<file path="config.mk">
export PLATFORM = sky130hd
export DESIGN_NAME = count_event_logger
export DESIGN_NICKNAME = d
export VERILOG_FILES = /design/src/rtl/count_event_logger.sv
export SDC_FILE = /design/constraint.sdc
export NUM_CORES = 1
export LEC_CHECK = 0
export BUFFER_PORTS_ARGS = -buffer_cell sky130_fd_sc_hd__buf_4
export CORE_ASPECT_RATIO = 2
export CORE_MARGIN = 1.5
export CORE_UTILIZATION = 25
export DETAILED_ROUTE_END_ITERATION = 8
export MAX_ROUTING_LAYER = met4
export PLACE_DENSITY = 0.41
export SYNTH_ARGS = -nofsm -noshare
export SYNTH_HDL_FRONTEND = slang
export SYNTH_SLANG_ARGS = --single-unit
export TNS_END_PERCENT = 30
</file>
<file path="constraint.sdc">
create_clock -name clk -period 3 [get_ports clk]
set_input_delay 0.15 -clock clk [delete_from_list [all_inputs] [get_ports clk]]
set_output_delay 0.15 -clock clk [all_outputs]
set_load 0.02 [all_outputs]
</file>
<file path="src/rtl/count_event_logger.sv">
// Watches an up/down counter and queues LOAD / WRAP_UP / WRAP_DN records in a small FIFO.
// Define COUNT_EVENT_TIMESTAMP_EN to prepend an 8-bit cycle timestamp to every record.
module count_event_logger #(
  parameter int DEPTH = 8,
  parameter int CW    = 4,
  localparam int AW   = $clog2(DEPTH),
`ifdef COUNT_EVENT_TIMESTAMP_EN
  localparam int RW   = CW + 10
`else
  localparam int RW   = CW + 2
`endif
) (
  input  logic          clk,
  input  logic          rst,
  input  logic [CW-1:0] cnt_in,
  input  logic          load_in,
  input  logic          updn_in,
  input  logic          evt_ready,
  input  logic          ovf_clr,
  output logic          evt_valid,
  output logic [RW-1:0] evt_data,
  output logic [AW:0]   evt_level,
  output logic          evt_ovf
);

  localparam logic       S_IDLE   = 1'b0;
  localparam logic       S_ARMED  = 1'b1;
  localparam logic [1:0] T_LOAD   = 2'b11;
  localparam logic [1:0] T_WRAPUP = 2'b01;
  localparam logic [1:0] T_WRAPDN = 2'b10;
  localparam logic [CW-1:0] ALL_ONES = '1;
  localparam logic [AW:0]   FULL_LVL = (AW+1)'(DEPTH);

  logic          r_state;
  logic [CW-1:0] r_prev;
  logic          r_ld;
  logic          r_ud;
  logic [RW-1:0] r_mem [DEPTH];
  logic [AW-1:0] r_wptr;
  logic [AW-1:0] r_rptr;
  logic [AW:0]   r_level;
  logic          r_ovf;

  logic          w_evt;
  logic [1:0]    w_type;
  logic [RW-1:0] w_rec;
  logic          w_full;
  logic          w_pop;
  logic          w_push;
  logic          w_drop;

  always_ff @(posedge clk or posedge rst) begin
    if (rst) begin
      r_state <= S_IDLE;
      r_prev  <= '0;
      r_ld    <= 1'b0;
      r_ud    <= 1'b0;
    end else begin
      r_state <= S_ARMED;
      r_prev  <= cnt_in;
      r_ld    <= load_in;
      r_ud    <= updn_in;
    end
  end

  // A load dominates any coincidental wrap, since the counter value then comes from the load.
  always_comb begin
    w_evt  = 1'b0;
    w_type = 2'b00;
    if (r_state == S_ARMED) begin
      if (r_ld) begin
        w_evt  = 1'b1;
        w_type = T_LOAD;
      end else if (r_ud && (r_prev == ALL_ONES) && (cnt_in == '0)) begin
        w_evt  = 1'b1;
        w_type = T_WRAPUP;
      end else if (!r_ud && (r_prev == '0) && (cnt_in == ALL_ONES)) begin
        w_evt  = 1'b1;
        w_type = T_WRAPDN;
      end
    end
  end

`ifdef COUNT_EVENT_TIMESTAMP_EN
  logic [7:0] r_ts;

  always_ff @(posedge clk or posedge rst) begin
    if (rst) r_ts <= '0;
    else     r_ts <= r_ts + 8'd1;
  end

  assign w_rec = {r_ts, w_type, cnt_in};
`else
  assign w_rec = {w_type, cnt_in};
`endif

  // A pop on the same edge frees a slot, so a full FIFO can still accept the new record.
  assign w_full = (r_level == FULL_LVL);
  assign w_pop  = (r_level != '0) && evt_ready;
  assign w_push = w_evt && (!w_full || w_pop);
  assign w_drop = w_evt && w_full && !w_pop;

  always_ff @(posedge clk) begin
    if (w_push) r_mem[r_wptr] <= w_rec;
  end

  always_ff @(posedge clk or posedge rst) begin
    if (rst) begin
      r_wptr  <= '0;
      r_rptr  <= '0;
      r_level <= '0;
      r_ovf   <= 1'b0;
    end else begin
      if (w_push) r_wptr <= r_wptr + AW'(1);
      if (w_pop)  r_rptr <= r_rptr + AW'(1);
      case ({w_push, w_pop})
        2'b10:   r_level <= r_level + (AW+1)'(1);
        2'b01:   r_level <= r_level - (AW+1)'(1);
        default: r_level <= r_level;
      endcase
      if (w_drop)       r_ovf <= 1'b1;
      else if (ovf_clr) r_ovf <= 1'b0;
    end
  end

  // Memory is not reset, so the head is masked to zero while the FIFO is empty.
  assign evt_valid = (r_level != '0);
  assign evt_data  = evt_valid ? r_mem[r_rptr] : '0;
  assign evt_level = r_level;
  assign evt_ovf   = r_ovf;

endmodule

</file>
# Word level (Yosys, flattened, before mapping)
# Memory sizes are Yosys's and may differ from the RTL's.
# Index checks and enable logic that the tools add are counted.
# totals
memories	1
word_cells	49
ff_bits	18
inputBits	10
output_inout_bits	12
ram_bits	48
# mem_list
memory	depth	width	rd	rd_clocked_by_memory_dff	wr	line_no	text
r_mem	8	6	1	0	1	38	logic [RW-1:0] r_mem [DEPTH];
# op_classes
muxes	14
addsub	4
n_eq_ne	5
n_reduce_logical	17
# ops
op	count
$eq 4x4->1 const B	3
$logic_and 1x1->1	8
$logic_not 4->1	2
$mux 1	8
$mux 2	4
$pmux 4 s2	1
$add 3x1->3 const B	2
$mux 6	1
$add 4x1->4 const B	1
$reduce_bool 2->1	2
$reduce_bool 4->1	1
$sub 4x1->4 const B	1
$logic_not 1->1	3
$eq 2x1->1 const B	1
$eq 2x2->1 const B	1
$logic_or 1x1->1	1

# Logic depth before layout (Yosys ltp)
# Gate-level depths: netlist of the first run.
# logic_depth
ltp_word	10
depth_mapped	13
ltp_nobuf	12

# Worst setup path before layout of the first run
# OpenSTA, ideal clock, no wires.
# synth_path
path_kind	register to register
start	register r_level[1] (netlist: evt_level[1])
end	register r_level[3] (netlist: evt_level[3])
setup_slack_ns	0.316
path_stages_with_launch	14
required_time_ns	2.867
setup_time_ns	0.133
synth_period_minus_slack_ns	2.684
n_path_buf	1
t_arrival_ns	2.551
cell_sequence	dfrtp_1 > or3_4 > nor2_4 > inv_1 > and2_1 > clkbuf_1 > nand2_1 > inv_1 > ha_1 > a21oi_1 > nand2_1 > nor4_1 > a31oi_1 > xnor2_1
# synth_via
elab_chain_len	6
elab_cells_between_ends	12
cone_classes	add/sub (2); eq/ne (3); mux (1); reduce/logical (6)
# synth_lines
element	line_no	text
from (decl)	41	logic [AW:0] r_level;
from (signal assigned)	117	2'b10: r_level <= r_level + (AW+1)'(1);
from (signal assigned)	118	2'b01: r_level <= r_level - (AW+1)'(1);
from (signal assigned)	119	default: r_level <= r_level;
$reduce_bool 4->1 *	--	
net evt_valid	20	output logic evt_valid,
$logic_and 1x1->1 *	99	assign w_pop = (r_level != '0) && evt_ready;
$logic_or 1x1->1	100	assign w_push = w_evt && (!w_full || w_pop);
$logic_and 1x1->1	100	
$eq 2x1->1 / $eq 2x2->1 (equally long branches)	116	case ({w_push, w_pop})
$pmux 4 s2 / $reduce_bool 2->1 (equally long branches)	--	
# The timed path passes the listed nets; every way through them passes the cells marked *.
# A chain may end at the register's enable or synchronous reset.

# Final worst setup path of the first run
# layout_path
start	register r_level[1] (netlist: evt_level[1])
end	register r_level[3] (netlist: evt_level[3])
# layout_via
elab_chain_len	6
elab_cells_between_ends	12
cone_classes	add/sub (2); eq/ne (3); mux (1); reduce/logical (6)
# layout_lines
element	line_no
$eq 4x4->1 / $reduce_bool 4->1 (equally long branches)	98, 99
$logic_not 1->1 / $logic_and 1x1->1 (equally long branches)	100, 99
$logic_or 1x1->1	100
$logic_and 1x1->1	100
$eq 2x1->1 / $eq 2x2->1 (equally long branches)	116
$pmux 4 s2 / $reduce_bool 2->1 (equally long branches)	--
# Several ways; a longest one is shown, not always the timed one.

==> reports/metrics.csv, run 1 <==
stage,metric,value,unit
setup_path,Startpoint Class,flop,
power_and_ir_drop,Leakage,1.29,nW
timing,RSZ-0062 raised after global routing,no,
global_route,Total GRT Usage,11.5,%
timing,total negative slack,0,ns
synth,sequential area share after synthesis,67.8,%
die,Die W,77.7,µm
drt,initial DRC count,47,
hold_path,Hold Crit Class,in -> reg,
placement,HPWL after DPL,4500,µm
clocking,latest clock arrival within the worst-skew pair,0.33,ns
clocking,CTS resizes,0,
synth,"FF+latch count, synth",66,
timing,Slew @ Worst Pin,0.722,ns
clocking,total CTS buffers,9,
synth,Yosys top cell area share,51.7,%
clocking,Clock transition at path regs,0.05,ns
global_route,pin count of the biggest net entering global routing,19,
power_and_ir_drop,Power Density,928,nW/µm²
synth,Main synth FF type,edfxtp_1,
drt,drt wl/cell,17.2,µm
cells_and_area,share of cells above drive strength 1,35.0,%
timing,Slew Limit Fails,0,
synth,Post-synth EDFFs,48,
clocking,hold_buf cts,4,
global_route,vias in the first global route,1670,
drt,Post-route DRC,0,
synth,Synth cell types,39,
clocking,"Setup Fix Bufs, Post-CTS",0,
timing,period utilization,92.4,%
drt,Routed WL,5960,µm
timing,Clock Skew,0.00655,ns
setup_path,CP required,3.20,ns
synth,"top cells by area, synth","edfxtp_1 (52%), dfrtp_1 (16%), mux4_2 (9.7%), mux2i_1 (2.9%), ha_1 (1.8%)",
global_route,first-pass GRT wire length,9280,µm
timing,min cycle time layout,2.77,ns
placement,gp weighted congestion,0.871,
setup_path,WP data arrival,2.97,ns
cells_and_area,P&R area growth vs syn,24.6,%
synth,compound-gate portion of the synthesized area,1.97,%
timing,Hold Slack,0.0267,ns
die,core region area,10900,µm²
setup_path,Worst setup EP type,flop,
clocking,CTS root buf,clkbuf_16,
cells_and_area,FILL cells,1079,
clocking,CTS tree,done,
hold_path,Hold Path Cell Cnt,1,
clocking,clock sinks,66,
drt,Post-DRT Antenna Nets,0,
synth,Yosys top cell by area,edfxtp_1,
clocking,clock tree buffer depth,2,
placement,port buffer count,21,
synth,asr flop ratio synth,27.3,%
global_route,initial antenna violation count,0,
synth,cells after synthesis,160,
power_and_ir_drop,Peak VDD IR,0.484,mV
synth,top-count cell post-synth,edfxtp_1,
die,Die ar.,11800,µm²
synth,Synth Area in XOR/XNOR,2.20,%
die,Ports,22,
synth,Mapped Area,2790,µm²
status,status,completed,
synth,Synth Area in Simple Gates,10.2,%
clocking,H-tree lvl count,3,
timing,Max Clock Freq,361,MHz
synth,mux cell area share after synthesis,13.1,%
synth,"Net Count, Synth",175,
drt,Via density,4.31,
die,std cell rows,54,
synth,Mapped Avg Cell Area,17.4,µm²
setup_path,critical path peak fanout,7,
die,Die Height,152,µm
drt,drt first pass iters,4,
drt,Vias,1492,
synth,largest family of logic cells by synthesized area,multiplexers,
timing,relative slew slack,51.8,%
setup_path,Worst Setup Path Type,reg -> reg,
timing,# setup viols final,0,
synth,YS warnings,0,
synth,Synth top cells by count,"edfxtp_1 (48), dfrtp_1 (18), mux4_2 (12), nand2_1 (9)",
synth,area share of fa/ha/maj cells after synthesis,2.51,%
timing,Fin. Hold Viols,0,
global_route,grt total ovfl,0,
die,Initial Util,25.6,%
cells_and_area,NumNets Final,216,
cells_and_area,diode count,0,
job,max_cap viols,0,
setup_path,r2r worst-path depth,12,
==> worst paths after layout <==
path / startpoint / end / slack [ns]
worst max-delay path: evt_level[1] / evt_level[3] / 0.23
min in group asynchronous: rst / r_ud / 0.51
max in group asynchronous: rst / r_rptr[2] / 2.03
worst min register to register: r_rptr[0] / r_rptr[0] / 0.51
worst max register to register: evt_level[1] / evt_level[3] / 0.23
worst min-delay path: cnt_in[2] / r_prev[2] / 0.03
==> layout by cell type, fill, tap and decap left out, types with 2 or more instances in the layout <==
cell	netlist	final
edfxtp_1	48	48
buf_4	0	32
dfrtp_1	18	18
mux4_2	12	12
nand2_1	9	9
clkbuf_16	0	9
nor2_1	8	8
mux2i_1	8	8
inv_1	7	7
xnor2_1	5	5
ha_1	4	4
dlygate4sd3_1	0	4
o22ai_1	3	3
clkinv_2	0	3
nand4b_1	2	2
and2_1	2	2
nor4_1	2	2
xor2_1	2	2
nor3_1	2	2
nor3b_2	2	2
nor4b_2	2	2
clkinvlp_4	0	2
==> power breakdown <==
part           total, mW  internal, mW  switching (mW)
Sequential          1.28          1.11           0.176
Clock              0.906         0.550           0.356
Combinational       1.04         0.513           0.523
Total               3.23          2.17            1.06
==> worst max-delay path: stages (launching register included) <==
cell	delay (ns)
dfrtp_1	0.42
or3_4	0.43
nor2_4	0.19
inv_1	0.10
and2_1	0.23
nand2_1	0.13
inv_1	0.07
ha_1	0.32
a21oi_1	0.16
nand2_1	0.08
nor4_1	0.25
a31oi_1	0.10
xnor2_1	0.15
==> cell families (layout without fill, tap and decap cells) <==
kind of cell | Yosys count | after routing
other cells | 1 | 1
buf+inv | 13 | 59
fa+ha+maj | 5 | 5
compound gates | 7 | 7
simple gates | 40 | 40
flops | 66 | 66
mux | 21 | 21
xor+xnor | 7 | 7
==> cell type report <==
class	instances	area [µm²]	area share (%)
Inverter	7	26.3	0.756
Clock inverter	6	33.8	0.972
Timing Repair Buffer	36	280	8.06
Clock buffer	10	229	6.59
Sequential cell	66	1890	54.4
Tap cell	140	175	5.04
Multi-Input combinational cell	81	841	24.2
==> registers in the layout (all words and copies together), names as in the netlist <==
name       count
r_wptr         3
r_prev         4
evt_level      4
r_ud           1
evt_ovf        1
r_rptr         3
r_state        1
r_mem         48
r_ld           1
==> through the flow <==
step | setup WS, ns | utilization [%] | instance area, µm² | cells | total power [mW]
after floorplan | 0.316 | - | 2790 | 160 | 1.97
after global placement | 0.448 | 29.2 | 3170 | 326 | 2.32
after detailed placement | 0.309 | 29.2 | 3170 | 326 | 2.37
after CTS | 0.283 | 32.0 | 3480 | 346 | 3.29
after global routing | 0.136 | 32.0 | 3480 | 346 | 3.42
final | 0.228 | 32.0 | 3480 | 346 | 3.23
==> metal layers <==
metal	GRT usage, %	vias to the layer above	share of wire [%]
met5	-	-	0
met4	7.36	0	4.1
met3	2.99	15	3.9
met2	20.5	38	58
met1	10.5	746	34
li1	-	693	-
Power figures use the tool's default switching activity.
==> inputs of run 2 (changes only) <==
Settings changed: ABC_CLOCK_PERIOD_IN_PS set to 3000, CORE_ASPECT_RATIO 2 to 0.75.
==> run 2 against run 1 <==
  * Clock power up 8.1%
  * Via count down 0.60%
  * Global-route usage about the same
  * Register-to-register slack better by 0.12 ns
  * Sequential cell count unchanged
  * Setup slack better by 0.12 ns
  * First-iteration DRC count up 87%
  * Count of clock-buffer cells in the layout up 1
  * Non-clock buffer count up 1
  * Die area down 0.27%
  * Core utilization up 0.16 points
==> reports/metrics.csv, run 2 (synthesized netlist as in run 1, its figures left out) <==
stage,metric,value,unit
placement,HPWL after DPL,3950,µm
drt,Post-DRT Antenna Nets,0,
setup_path,Startpoint Class,flop,
job,max_cap viols,0,
placement,port buffer count,21,
timing,Slew @ Worst Pin,0.744,ns
cells_and_area,diode count,0,
timing,period utilization,88.3,%
cells_and_area,Largest Register,r_mem,
placement,dpl cell area,3170,µm²
clocking,CTS tree,done,
power_and_ir_drop,Peak VDD IR,0.300,mV
power_and_ir_drop,Power Density,947,nW/µm²
global_route,pin count of the biggest net entering global routing,19,
timing,min cycle time layout,2.65,ns
timing,# setup viols final,0,
global_route,Total GRT Usage,11.6,%
hold_path,Hold Crit Class,in -> reg,
cells_and_area,P&R area growth vs syn,25.5,%
timing,Slew Limit Fails,0,
clocking,total CTS buffers,9,
power_and_ir_drop,Leakage,1.30,nW
clocking,CTS root buf,clkbuf_16,
clocking,clock tree buffer depth,2,
setup_path,CP required,3.21,ns
global_route,initial antenna violation count,0,
power_and_ir_drop,Sw Ratio,32.0,%
timing,Clock Skew,0.00640,ns
setup_path,WP data arrival,2.86,ns
drt,Routed WL,5900,µm
die,core region area,10900,µm²
setup_path,critical path peak fanout,7,
drt,drt wl/cell,17.0,µm
placement,gp weighted congestion,0.716,
power_and_ir_drop,P_sw,1.06,mW
power_and_ir_drop,Tot Pwr,3.32,mW
power_and_ir_drop,Seq pwr share,38.8,%
global_route,grt total ovfl,0,
drt,drt first pass iters,4,
power_and_ir_drop,combinational share of power,31.7,%
setup_path,Worst setup EP type,flop,
die,std cell rows,33,
cells_and_area,multi-input logic area,841,µm²
drt,Vias,1483,
cells_and_area,max reg flops,48,
drt,initial DRC count,88,
clocking,latest clock arrival within the worst-skew pair,0.33,ns
cells_and_area,Finished Cell Area,3500,µm²
clocking,CTS resizes,0,
cells_and_area,most frequent cells in the layout,"edfxtp_1 (48), buf_4 (32), dfrtp_1 (18)",
clocking,clock sinks,66,
timing,relative slew slack,50.4,%
timing,Fin. Hold Viols,0,
drt,Post-route DRC,0,
timing,total negative slack,0,ns
drt,Via density,4.27,
timing,Max Clock Freq,378,MHz
die,Die W,125,µm
die,Initial Util,25.6,%
cells_and_area,share of cells above drive strength 1,32.9,%
setup_path,CP startpoint,evt_level[1],
clocking,Clock transition at path regs,0.05,ns
die,Die ar.,11800,µm²
clocking,H-tree lvl count,3,
die,Ports,22,
cells_and_area,NumNets Final,217,
power_and_ir_drop,clock share of power,29.5,%
cells_and_area,Reg area,1890,µm²
die,Die Height,94.5,µm
hold_path,hold_sp,cnt_in[2],
setup_path,Worst R2R Start,evt_level[1],
cells_and_area,FILL cells,1099,
global_route,first-pass GRT wire length,9250,µm
cells_and_area,"leading cell type in the layout, fill and taps excluded",edfxtp_1,
global_route,vias in the first global route,1538,
setup_path,Worst Setup Path Type,reg -> reg,
timing,RSZ-0062 raised after global routing,no,
status,status,completed,
power_and_ir_drop,internal power,2.25,mW
==> run 2: cell count changes in the layout (fill, tap and decap cells not counted), sizes merged <==
cell / delta
clkinvlp: -2
bufinv: +1
clkbuf: +1
dlygate4sd3: +1
==> run 2: final cells by class <==
class | instances | area share (%)
Timing Repair Buffer | 37 | 8.29
Clock inverter | 5 | 1.29
Sequential cell | 66 | 54.0
Multi-Input combinational cell | 81 | 24.0
Tap cell | 140 | 5.00
Clock buffer | 11 | 6.65
Inverter | 7 | 0.750
==> run 2: power by group through the flow <==
stage | Combinational, mW | Clock (mW) | Sequential [mW]
2_1_floorplan | 0.719 | 0 | 1.25
3_3_place_gp | 1.08 | 0 | 1.30
3_5_place_dp | 1.06 | 0 | 1.30
4_1_cts | 1.08 | 1.01 | 1.29
5_1_grt | 1.17 | 1.05 | 1.31
6_report | 1.05 | 0.979 | 1.29
==> run 2: path summary, 6_finish.rpt <==
kind | endpoint | slack, ns | cells after the start
setup / recovery | evt_level[3] | 0.35 | 12
hold / removal | r_prev[2] | 0.02 | 1
setup reg to reg | evt_level[3] | 0.35 | 12
hold reg to reg | evt_ovf | 0.54 | 2
max in group asynchronous | r_rptr[0] | 2.02 | 3
min in group asynchronous | evt_level[2] | 0.51 | 3
==> run 2: critical path, cell delays in order (launching register included) <==
cell and delay (ns):
dfrtp_1 0.42, or3_4 0.42, nor2_4 0.17, inv_1 0.09, and2_1 0.22, nand2_1 0.13
inv_1 0.07, ha_1 0.32, a21oi_1 0.16, nand2_1 0.08, nor4_1 0.24, a31oi_1 0.08
xnor2_1 0.14
==> run 2: layer usage <==
| layer | vias to the layer above | routed length, µm | track usage (%) |
|---|---|---|---|
| met3 | 2 | 364 | 5.27 |
| met4 | 0 | 21 | 3.69 |
| met5 | - | 0 | - |
| li1 | 699 | - | - |
| met1 | 753 | 2970 | 15.6 |
| met2 | 29 | 2550 | 15.2 |
==> run 2: what timing repair did <==
action / in CTS / in global routing
buffers inserted: 0 / 0
hold buffers: 5 / 0
endpoints found under the hold margin: 22 / 0
==> run 2: stage by stage <==
step                      utilization, %  hold WS (ns)  setup slack (ns)  instances
after floorplan                        -        0.0886             0.316        160
after global placement              29.1         0.260             0.411        326
after detailed placement            29.1         0.260             0.365        326
after CTS                           32.1       0.00515             0.343        347
after global routing                32.1       0.00973            0.0981        347
final                               32.1        0.0150             0.351        347
==> inputs of run 3 (changes only) <==
Settings changed: ABC_CLOCK_PERIOD_IN_PS 3000 to 2500, CTS_CLUSTER_SIZE set to 30, GPL_TIMING_DRIVEN set to 0.
Clock period 3 ns to 2.5 ns, I/O delays scaled along.
==> run 3 against run 2 <==
  * The run now ends with setup timing left
  * Hold slack worse by 0.0024 ns
  * Core utilization up 1.3 points
  * Clock skew grew 0.0011 ns
  * Register-to-register slack worse by 0.45 ns
  * Via count rose by 0.67%
  * Critical path type unchanged
  * Non-clock buffer count up 3
  * Sequential share of layout area decreased by 2.0 points
  * Global-route usage shrank 0.63 points
==> reports/metrics.csv, run 3 (synthesized netlist as in run 1, its figures left out) <==
stage,metric,value,unit
status,status,"finished, violations left",
status,failing checks,setup timing,
setup_path,Reg2Reg Setup Slack,-0.10,ns
power_and_ir_drop,clock share of power,28.1,%
placement,HPWL after DPL,3840,µm
setup_path,Crit path largest cell delay,0.54,ns
power_and_ir_drop,Leakage,1.33,nW
global_route,first-pass GRT wire length,8980,µm
global_route,pin count of the biggest net entering global routing,19,
setup_path,CP required,2.48,ns
timing,Slew @ Worst Pin,0.760,ns
power_and_ir_drop,P_sw,1.42,mW
setup_path,CP Capture Point,r_mem[6][4],
drt,Post-route DRC,0,
cells_and_area,NumNets Final,220,
cells_and_area,share of cells above drive strength 1,42.4,%
die,Die Height,94.5,µm
drt,Vias,1493,
clocking,latest clock arrival within the worst-skew pair,0.33,ns
power_and_ir_drop,combinational share of power,35.1,%
clocking,CTS root buf,clkbuf_16,
die,Die ar.,11800,µm²
clocking,Clock transition at path regs,0.05,ns
setup_path,CP startpoint,r_prev[3],
global_route,initial antenna violation count,0,
drt,initial DRC count,45,
timing,Clock Skew,0.00754,ns
power_and_ir_drop,Tot Pwr,4.11,mW
setup_path,Worst setup EP type,flop,
cells_and_area,Largest Register,r_mem,
timing,Fin. Hold Viols,0,
global_route,vias in the first global route,1556,
placement,gp weighted congestion,0.689,
cells_and_area,"leading cell type in the layout, fill and taps excluded",edfxtp_1,
clocking,H-tree lvl count,3,
cells_and_area,P&R area growth vs syn,30.4,%
setup_path,r2r worst-path depth,6,
setup_path,Worst Setup Path Type,reg -> reg,
hold_path,Hold Crit Class,in -> reg,
setup_path,Buf/Inv on CP,1,
timing,final setup margin,-0.102,ns
drt,Via density,4.27,
global_route,GR peak layer,met2,
timing,# setup viols final,29,
power_and_ir_drop,internal power,2.69,mW
global_route,met1 Use GR,13.8,%
timing,Max Clock Freq,384,MHz
drt,Routed WL,5750,µm
die,Initial Util,25.6,%
drt,drt first pass iters,4,
clocking,clock sinks,66,
placement,dpl cell area,3140,µm²
clocking,CTS tree,done,
job,max_cap viols,0,
global_route,grt total ovfl,0,
clocking,total CTS buffers,9,
global_route,Total GRT Usage,10.9,%
timing,RSZ-0062 raised after global routing,yes,
global_route,GRT met2 Usage,17.2,%
setup_path,"CP delay by family, top",simple AND/OR/NAND/NOR gates,
cells_and_area,Finished Cell Area,3640,µm²
setup_path,Worst R2R Start,r_prev[3],
die,Ports,22,
cells_and_area,diode count,0,
cells_and_area,most frequent cells in the layout,"edfxtp_1 (48), buf_4 (30), dfrtp_1 (16)",
setup_path,critical path peak fanout,6,
clocking,clock tree buffer depth,2,
setup_path,highest-delay cell along the critical path,or4b_4,
setup_path,number of cells on the critical path,6,
timing,min cycle time layout,2.60,ns
power_and_ir_drop,Power Density,1130,nW/µm²
timing,Hold Slack,0.0126,ns
drt,Post-DRT Antenna Nets,0,
timing,period utilization,104,%
power_and_ir_drop,Seq pwr share,36.8,%
power_and_ir_drop,Peak VDD IR,0.406,mV
timing,Slew Limit Fails,0,
die,core region area,10900,µm²
cells_and_area,max reg flops,48,
placement,port buffer count,21,
die,Die W,125,µm
die,std cell rows,33,
setup_path,sequence of cells on the critical path,or4b_4 > nor4_4 > or2_1 > buf_6 > nand3_2 > nor3b_4,
power_and_ir_drop,Sw Ratio,34.5,%
global_route,met3 Use GR,3.57,%
timing,relative slew slack,49.3,%
drt,drt wl/cell,16.4,µm
setup_path,WP data arrival,2.58,ns
setup_path,Startpoint Class,flop,
setup_path,reg2reg end,r_mem[6][4],
run 3: worst min-delay path by stage:
stage	from	end	slack (ns)	cells past startpoint
5_1_grt	cnt_in[0]	r_prev[0]	0.002	1
2_1_floorplan	rst	evt_level[2]	0.06	1
3_5_place_dp	updn_in	r_ud	0.24	1
4_1_cts	cnt_in[0]	r_prev[0]	0.00005	1
3_3_place_gp	load_in	r_ld	0.23	1
6_report	cnt_in[0]	r_prev[0]	0.01	1
run 3: worst reg2reg max path, stage by stage (launching register included):
cell and delay [ns]:
dfrtp_1 0.37, or4b_4 0.54, nor4_4 0.38, or2_1 0.17
buf_6 0.12, nand3_2 0.20, nor3b_4 0.46
run 3: power by group through the flow:
stage | Clock (mW) | Combinational (mW) | Sequential, mW
floorplan | 0 | 0.877 | 1.51
global placement | 0 | 1.34 | 1.51
detailed placement | 0 | 1.34 | 1.51
CTS | 1.19 | 1.39 | 1.50
global route | 1.25 | 1.56 | 1.54
finish | 1.16 | 1.44 | 1.51
run 3: cell type report:
| cell class | count | area (µm²) |
|---|---|---|
| clock inverters | 7 | 53.8 |
| multi-input cells | 81 | 962 |
| well taps | 140 | 175 |
| repair buffers | 34 | 265 |
| fillers | 1080 | 7260 |
| clock buffers | 9 | 225 |
| inverters | 7 | 28.8 |
| flip-flops and latches | 66 | 1890 |
| plain buffers | 6 | 33.8 |
run 3: what timing repair did:
action                                  CTS  global route
hold buffers                              4             0
endpoints found under the hold margin    21             0
gates cloned                              0             0
pin swaps                                 2            10
endpoints found under the setup margin   51            46
setup buffers                             3             6
gates resized for setup                   7            14
run 3: metal layers:
metal  vias to the layer above  wire length [µm]
met3                         2               133
met4                         0                17
met2                        14              2800
met1                       772              2800
met5                         -                 0
li1                        705                 -
run 3: through the flow:
stage / setup WS [ns] / TNS, ns / utilization, % / cells
global placement: -0.876 / -29.37 / 28.8 / 321
detailed placement: -0.933 / -30.02 / 28.8 / 321
finish: -0.102 / -1.85 / 33.4 / 350
floorplan: 0.0139 / 0 / - / 160
global route: -0.200 / -4.98 / 33.4 / 350
CTS: -0.108 / -2.06 / 32.4 / 344
